[src/rtl/game_flow_ctrl.sv]
// Screen sequencer: title -> play -> end -> title, driving the ROM drawer and muxing the VGA write port.
// Optional macro GAME_FLOW_END_TIMEOUT_EN: auto-return from the end screen after END_TIMEOUT_CYCLES.
module game_flow_ctrl #(
  parameter int GAME_RST_CYCLES    = 4,
  parameter int END_TIMEOUT_CYCLES = 250000000
) (
  input  logic       clk,
  input  logic       resetn,
  input  logic       key_start_n,
  input  logic       game_over,
  input  logic       screen_done,
  input  logic [8:0] screen_x,
  input  logic [7:0] screen_y,
  input  logic [2:0] screen_colour,
  input  logic [8:0] game_x,
  input  logic [7:0] game_y,
  input  logic [2:0] game_colour,
  input  logic       game_plot,
  output logic       display_title,
  output logic       display_end,
  output logic       plot_screen,
  output logic       game_run,
  output logic       game_resetn,
  output logic [8:0] vga_x,
  output logic [7:0] vga_y,
  output logic [2:0] vga_colour,
  output logic       vga_plot,
  output logic [2:0] state_dbg
);
  typedef enum logic [2:0] {
    S_TITLE_DRAW = 3'd0,
    S_TITLE_WAIT = 3'd1,
    S_GAME_RST   = 3'd2,
    S_PLAY       = 3'd3,
    S_END_DRAW   = 3'd4,
    S_END_WAIT   = 3'd5
  } state_t;

  localparam int RW = (GAME_RST_CYCLES > 1) ? $clog2(GAME_RST_CYCLES) : 1;
  localparam logic [RW-1:0] RST_LAST = RW'(GAME_RST_CYCLES - 1);

  state_t state_q, state_d;
  logic [RW-1:0] rst_cnt_q, rst_cnt_d;
  logic ksync1_q, ksync2_q, kprev_q;
  logic start_pulse;
  logic [8:0] vga_x_q, vga_x_d;
  logic [7:0] vga_y_q, vga_y_d;
  logic [2:0] vga_colour_q, vga_colour_d;
  logic       vga_plot_q, vga_plot_d;

`ifdef GAME_FLOW_END_TIMEOUT_EN
  localparam logic [27:0] TO_LAST = 28'(END_TIMEOUT_CYCLES - 1);
  logic [27:0] to_cnt_q, to_cnt_d;
`else
  logic unused_timeout;
  assign unused_timeout = |END_TIMEOUT_CYCLES;
`endif

  // One pulse per press: falling edge of the synchronised (active-low) key.
  assign start_pulse = kprev_q & ~ksync2_q;

  always_ff @(posedge clk) begin
    if (!resetn) begin
      state_q      <= S_TITLE_DRAW;
      rst_cnt_q    <= '0;
      ksync1_q     <= 1'b1;
      ksync2_q     <= 1'b1;
      kprev_q      <= 1'b1;
      vga_x_q      <= '0;
      vga_y_q      <= '0;
      vga_colour_q <= '0;
      vga_plot_q   <= 1'b0;
`ifdef GAME_FLOW_END_TIMEOUT_EN
      to_cnt_q     <= '0;
`endif
    end else begin
      state_q      <= state_d;
      rst_cnt_q    <= rst_cnt_d;
      ksync1_q     <= key_start_n;
      ksync2_q     <= ksync1_q;
      kprev_q      <= ksync2_q;
      vga_x_q      <= vga_x_d;
      vga_y_q      <= vga_y_d;
      vga_colour_q <= vga_colour_d;
      vga_plot_q   <= vga_plot_d;
`ifdef GAME_FLOW_END_TIMEOUT_EN
      to_cnt_q     <= to_cnt_d;
`endif
    end
  end

  always_comb begin
    state_d   = state_q;
    rst_cnt_d = '0;
`ifdef GAME_FLOW_END_TIMEOUT_EN
    to_cnt_d  = '0;
`endif
    case (state_q)
      S_TITLE_DRAW: if (screen_done) state_d = S_TITLE_WAIT;
      S_TITLE_WAIT: if (start_pulse) state_d = S_GAME_RST;
      S_GAME_RST: begin
        rst_cnt_d = rst_cnt_q + 1'b1;
        if (rst_cnt_q == RST_LAST) state_d = S_PLAY;
      end
      S_PLAY:       if (game_over) state_d = S_END_DRAW;
      S_END_DRAW:   if (screen_done) state_d = S_END_WAIT;
      S_END_WAIT: begin
`ifdef GAME_FLOW_END_TIMEOUT_EN
        to_cnt_d = to_cnt_q + 1'b1;
        if (start_pulse || to_cnt_q == TO_LAST) state_d = S_TITLE_DRAW;
`else
        if (start_pulse) state_d = S_TITLE_DRAW;
`endif
      end
      default:      state_d = S_TITLE_DRAW;
    endcase
  end

  always_comb begin
    display_title = 1'b0;
    display_end   = 1'b0;
    plot_screen   = 1'b0;
    game_run      = 1'b0;
    game_resetn   = 1'b0;
    case (state_q)
      S_TITLE_DRAW: begin display_title = 1'b1; plot_screen = 1'b1; end
      S_TITLE_WAIT: display_title = 1'b1;
      S_PLAY:       begin game_run = 1'b1; game_resetn = 1'b1; end
      S_END_DRAW:   begin display_end = 1'b1; plot_screen = 1'b1; end
      S_END_WAIT:   display_end = 1'b1;
      default:      ;
    endcase
  end

  // Drawer pre-roll coordinates lie off-screen; gate them out of the write strobe.
  always_comb begin
    vga_x_d      = vga_x_q;
    vga_y_d      = vga_y_q;
    vga_colour_d = vga_colour_q;
    vga_plot_d   = 1'b0;
    if (state_q == S_TITLE_DRAW || state_q == S_END_DRAW) begin
      vga_x_d      = screen_x;
      vga_y_d      = screen_y;
      vga_colour_d = screen_colour;
      vga_plot_d   = plot_screen & (screen_x < 9'd320) & (screen_y < 8'd240);
    end else if (state_q == S_PLAY) begin
      vga_x_d      = game_x;
      vga_y_d      = game_y;
      vga_colour_d = game_colour;
      vga_plot_d   = game_plot;
    end
  end

  assign vga_x      = vga_x_q;
  assign vga_y      = vga_y_q;
  assign vga_colour = vga_colour_q;
  assign vga_plot   = vga_plot_q;
  assign state_dbg  = state_q;
endmodule

[config.mk]
export PLATFORM = sky130hd
export DESIGN_NAME = game_flow_ctrl
export DESIGN_NICKNAME = d
export VERILOG_FILES = /design/src/rtl/game_flow_ctrl.sv
export SDC_FILE = /design/constraint.sdc
export NUM_CORES = 1
export LEC_CHECK = 0
export ABC_CLOCK_PERIOD_IN_PS = 2340
export CAP_MARGIN = 20
export CORE_UTILIZATION = 33
export CTS_CLUSTER_SIZE = 25
export DETAILED_ROUTE_END_ITERATION = 8
export HOLD_SLACK_MARGIN = 0.05
export PLACE_DENSITY = 0.71
export SLEW_MARGIN = 15
export SYNTH_ARGS = -nofsm -noshare
export SYNTH_HDL_FRONTEND = slang
export SYNTH_SLANG_ARGS = --single-unit
[constraint.sdc]
create_clock -name clk -period 2.34 [get_ports clk]
set_input_delay 0.234 -clock clk [delete_from_list [all_inputs] [get_ports clk]]
set_output_delay 0.234 -clock clk [all_outputs]
set_load 0.01 [all_outputs]
-- Word level (Yosys, flattened, before mapping)
Index checks and enable logic that the tools add are counted.
- register bits after elaboration: 29
- input bits: 46
- output and inout port bits: 29
- logic and storage cells: 55
- add/subtract/negate cells: 1
- magnitude comparators: 2
- equality and inequality tests: 12
- mux-type cells: 19
- bitwise gates (word level): 4
- reductions and logical operators: 8
- operators with widths (kind ; number):
    two-way mux 3 bit ; 8
    two-way mux 9 bit ; 2
    case mux 3 bit (6 select lines) ; 1
    two-way mux 8 bit ; 2
    inequality test 2 bit, second input constant ; 6
    less-than comparator 9 bit, second input constant ; 1
    less-than comparator 8 bit, second input constant ; 1
    equality test 3 x 2 -> 1 bit, second input constant ; 2
    equality test 3 bit, second input constant ; 2
    two-way mux 1 bit ; 6
    AND reduction 6 bit ; 1
    OR reduction 2 bit ; 3
    bitwise AND 1 bit ; 3
    equality test 3 x 1 -> 1 bit, second input constant ; 1
    logical NOT 3 bit ; 1
    adder 2 x 1 -> 2 bit, second input constant ; 1
    equality test 2 bit, second input constant ; 1
    AND reduction 2 bit ; 1
    nonzero test 2 bit ; 1
    logical OR 1 bit ; 1
    inverter 1 bit ; 1

-- Logic depth before layout (Yosys ltp)
- depth in word-level cells: 6
- gate-level depth with buffers: 6
- mapped depth without buffers: 4

-- Worst setup path before layout
OpenSTA, ideal clock, no wires.
- path kind: register to output
- start point: reg state_q[1], in the netlist state_dbg[1]
- end point: out game_run
- arrival time: 1.050 ns
- required time: 2.106 ns
- setup slack: 1.056 ns
- cell stages (with the launch flop): 6
- buffers on the path: 3
- cell sequence: dfxtp_1 buf_4 nand3b_1 inv_2 buf_4 buf_4
- longest elaborated chain between the ends: 2
- ends and longest elaborated chain (item ; line ; source):
    start: declaration ; 42 ; state_t state_q, state_d;
    start signal: assignment ; 77 ; state_q <= state_d;
    equality test 3 x 2 -> 1 bit ; n/a ;
    two-way mux 1 bit ; n/a ;
    end: declaration ; 22 ; output logic game_run,
No other way between the ends.

-- Final worst setup path
- start point: reg state_q[1], in the netlist state_dbg[1]
- end point: out plot_screen
- longest elaborated chain between the ends: 3
- elaborated cells between the ends (all ways): 4
- classes of those cells: 1 x eq/ne; 1 x mux; 2 x reduce/logical
- ends and longest elaborated chain (item ; line ; source):
    equality test 3 bit or logical NOT 3 bit (tied branches) ; 125 ; case (state_q)
    OR reduction 2 bit (no line) (*) ; n/a ;
    two-way mux 1 bit (*) ; 125 ;
    end: declaration ; 21 ; output logic plot_screen,
Mark *: on every way between the ends. The rest lies on a longest branch, timed or not.

==> impl_metrics.ini <==
[floorplanning]
floorplan.rows = 23
die_w_um = 67.4
design.core.area_sq_um = 4060
dieHeight_um = 67.4
design.portCount = 75
initial_utilization_pct = 34.8
dieArea_sq_um = 4540

[sta]
final-setup-viol-count = 0
fin_skew_ps = 3.51
hold-worst-slack_ps = 406
finalCriticalPeriod_ps = 1930
final_hold_viol_count = 0
slew_viol_final = 0
finalWorstSetupSlack_ps = 411
layout_worst_path_cycle_share_pct = 82.4
maxSlewHeadroom_pct = 71.3
setup-tns-final_ps = 0
rsz0062_at_grt = false
slew_at_the_pin_with_the_worst_max_slew_slack_ps = 429
clock.fmax_mhz = 519

[min_path]
worst_hold_path.num_cells = 1
worstHoldEndpoint = ksync2_q$_SDFF_PN1_
hp-class = register to register
holdCritStartpoint = ksync1_q$_SDFF_PN1_

[status]
run_status = completed

[placed_design]
placement.setup.worst_slack_ps = 711
gp_congestion = 0.752
post_dp_cell_area_sq_um = 2130
placement.io_buffers = 74
dp_hpwl_um = 2520

[synth]
syn-cell-area_sq_um = 1410
postSynthNetCount = 201
netlist.top_cell.by_area = sky130_fd_sc_hd__dfxtp_1
postSynthAreaPerCell_sq_um = 9.16
synth-adder-area-share_pct = 0.887
asyncSetResetFlopFracSynth_pct = 0
syn_inst = 154
dominant_cell_by_count_in_the_synthesized_netlist = sky130_fd_sc_hd__dfxtp_1
share_of_synthesized_area_occupied_by_flip_flops_and_latches_pct = 41.2
synth.top_cells.by_count = 29 x sky130_fd_sc_hd__dfxtp_1, 27 x sky130_fd_sc_hd__nor3_2, 21 x sky130_fd_sc_hd__nor2_1
count_of_yosys_warnings_during_synthesis = 0
combinational_family_with_the_most_area_after_synthesis = simple AND/OR/NAND/NOR gates
main_synth_ff_type = sky130_fd_sc_hd__dfxtp_1
ys_top_cells_by_area = sky130_fd_sc_hd__dfxtp_1 41%, sky130_fd_sc_hd__nor3_2 19%, sky130_fd_sc_hd__nor2_1 5.6%
synth.top_cell.area_share_pct = 41.2
synth_edf_count = 0
ys_types = 31
synth_simple_gate_area_share_pct = 38.4
synth_compound_gate_area_share_pct = 9.94
synthXorXnorAreaFrac_pct = 0
synth.mux.area_fraction_pct = 0.799
ys_seq_elements = 29

[cts]
cts.reportedPaths.clkPinSlew_ps = 60
later_pin_clock_latency_in_the_skew_report_ps = 270
cts_tree = yes
cts_buffer_depth = 2
cts.root.buffer_cell = sky130_fd_sc_hd__clkbuf_8
cts_repair_resize_count = 0
clock_sink_count = 29
h_tree_levels = 2
number_of_buffers_inserted_by_hold_repair_at_cts = 0
cts-buffers-inserted = 5
cts_setup_buffers = 0

[worst_setup_path]
reg2reg_setup_slack_ps = 750
worstPathRequired_ps = 2110
crit_path_end_kind = output port
critPathArrivalTime_ps = 1690
reg2reg_to = vga_colour[2]$_SDFFE_PN0P_
crit_type = register to output port
reg2reg_depth = 5
critPathLaunchType = register
rr_startpoint = state_dbg[1]$_SDFFE_PN0P_
critical_path.max_fanout = 21

[power]
power_density_nw_per_um2 = 558
total_power_mw = 1.24
power.ir.vdd_worst_uv = 267
p_leak_nw = 0.889

[global_route]
grt_pass1_vias = 1290
grt_overflow_total = 0
maximum_number_of_pins_on_one_net_before_global_route_repair = 22
number_of_antenna_violations_at_the_first_check_in_global_routing = 0
total_track_usage_pct = 18.0
grt_pass1_wl_um = 6010

[cells_and_area]
num_antenna_cells = 0
final.fill_count = 374
design.final.nets = 272
synthToLayoutAreaGrowth_pct = 57.1
sequential_cell_area_sq_um = 581
multi_input_comb_area_sq_um = 706
design_area_sq_um = 2210
post_route_cells_drive_above_1_share_pct = 18.6

[route]
drt-pass1-iter-count = 4
vias = 1314
drcViolationCount = 0
drt-initial-drc-count = 75
post_drt_wl_per_cell_um = 13.2
ant_nets = 0
total_wire_length_after_detailed_routing_um = 3650
route.detailed.vias_per_inst = 4.76

[flow_run]
max_cap_viol_count = 0
## placed cells by master (no fill, tap or decap), drive strengths merged
master / n
clkdlybuf4s50: 74
nor3: 40
dfxtp: 29
nor2: 21
o21ai: 21
clkbuf: 6
nand2: 4
buf: 4
nand2b: 3
clkinv: 3
nand3b: 2
nor2b: 2
nand3: 2
nand4: 2
nor3b: 2
inv: 1
or2: 1
a21boi: 1
and4b: 1
a22oi: 1
a21o: 1
mux2: 1
o211ai: 1
a21oi: 1
nor4bb: 1
ha: 1
## layer usage
metal	up-vias	part of all wire, %	GRT usage (%)
met5	-	0	0
met4	0	0.85	4.79
met3	5	8.8	7.77
met2	52	42	27.5
met1	582	48	22.9
li1	675	-	-
## worst max path at each step
stage	from	endpoint	slack, ps	cells past startpoint
after global routing	state_dbg[1]$_SDFFE_PN0P_	plot_screen	280	3
final	state_dbg[1]$_SDFFE_PN0P_	plot_screen	410	3
after floorplan	state_dbg[1]$_SDFFE_PN0P_	game_run	1060	5
after global placement	state_dbg[0]$_SDFFE_PN0P_	plot_screen	730	3
after detailed placement	state_dbg[1]$_SDFFE_PN0P_	plot_screen	710	3
after CTS	state_dbg[1]$_SDFFE_PN0P_	plot_screen	400	3
## worst max-delay path, cell delays in order (launching register included)
cell                              delay, ps
sky130_fd_sc_hd__dfxtp_1                520
sky130_fd_sc_hd__or2_4                  350
sky130_fd_sc_hd__clkinv_4                70
sky130_fd_sc_hd__clkdlybuf4s50_1        470
## kinds of logic (layout without fill, tap and decap cells)
logic type                 count (synthesis)  in the layout
and+or+nand+nor                           81             81
DFF                                       29             29
adders and majority gates                  1              1
AOI/OAI and AO/OA                         26             26
buffers and inverters                     16             88
muxes                                      1              1
## sequential cells by signal, indices dropped and copies added, names as in the netlist
register    flops
vga_plot        1
kprev_q         1
vga_colour      3
vga_x           9
ksync2_q        1
vga_y           8
rst_cnt_q       2
state_dbg       3
ksync1_q        1
## area by class of cell
type | instances | area share (%)
clock inverters | 2 | 0.452
repair buffers | 78 | 34.8
multi-input cells | 109 | 31.9
flip-flops and latches | 29 | 26.2
inverters | 2 | 0.565
clock buffers | 6 | 3.28
well taps | 50 | 2.82
## where the power goes
| part | switching [mW] | leakage, nW | internal, mW | total [mW] |
|---|---|---|---|---|
| logic | 0.118 | 0.604 | 0.173 | 0.292 |
| registers | 0.0255 | 0.240 | 0.532 | 0.558 |
| clock network | 0.181 | 0.0450 | 0.205 | 0.387 |
## metrics by stage
step | utilization, % | std cells
2_1_floorplan | - | 154
3_3_place_gp | 52.5 | 268
3_5_place_dp | 52.5 | 268
4_1_cts | 54.6 | 276
5_1_grt | 54.6 | 276
6_report | 54.6 | 276
No activity file was read; power rests on OpenSTA's default activity.
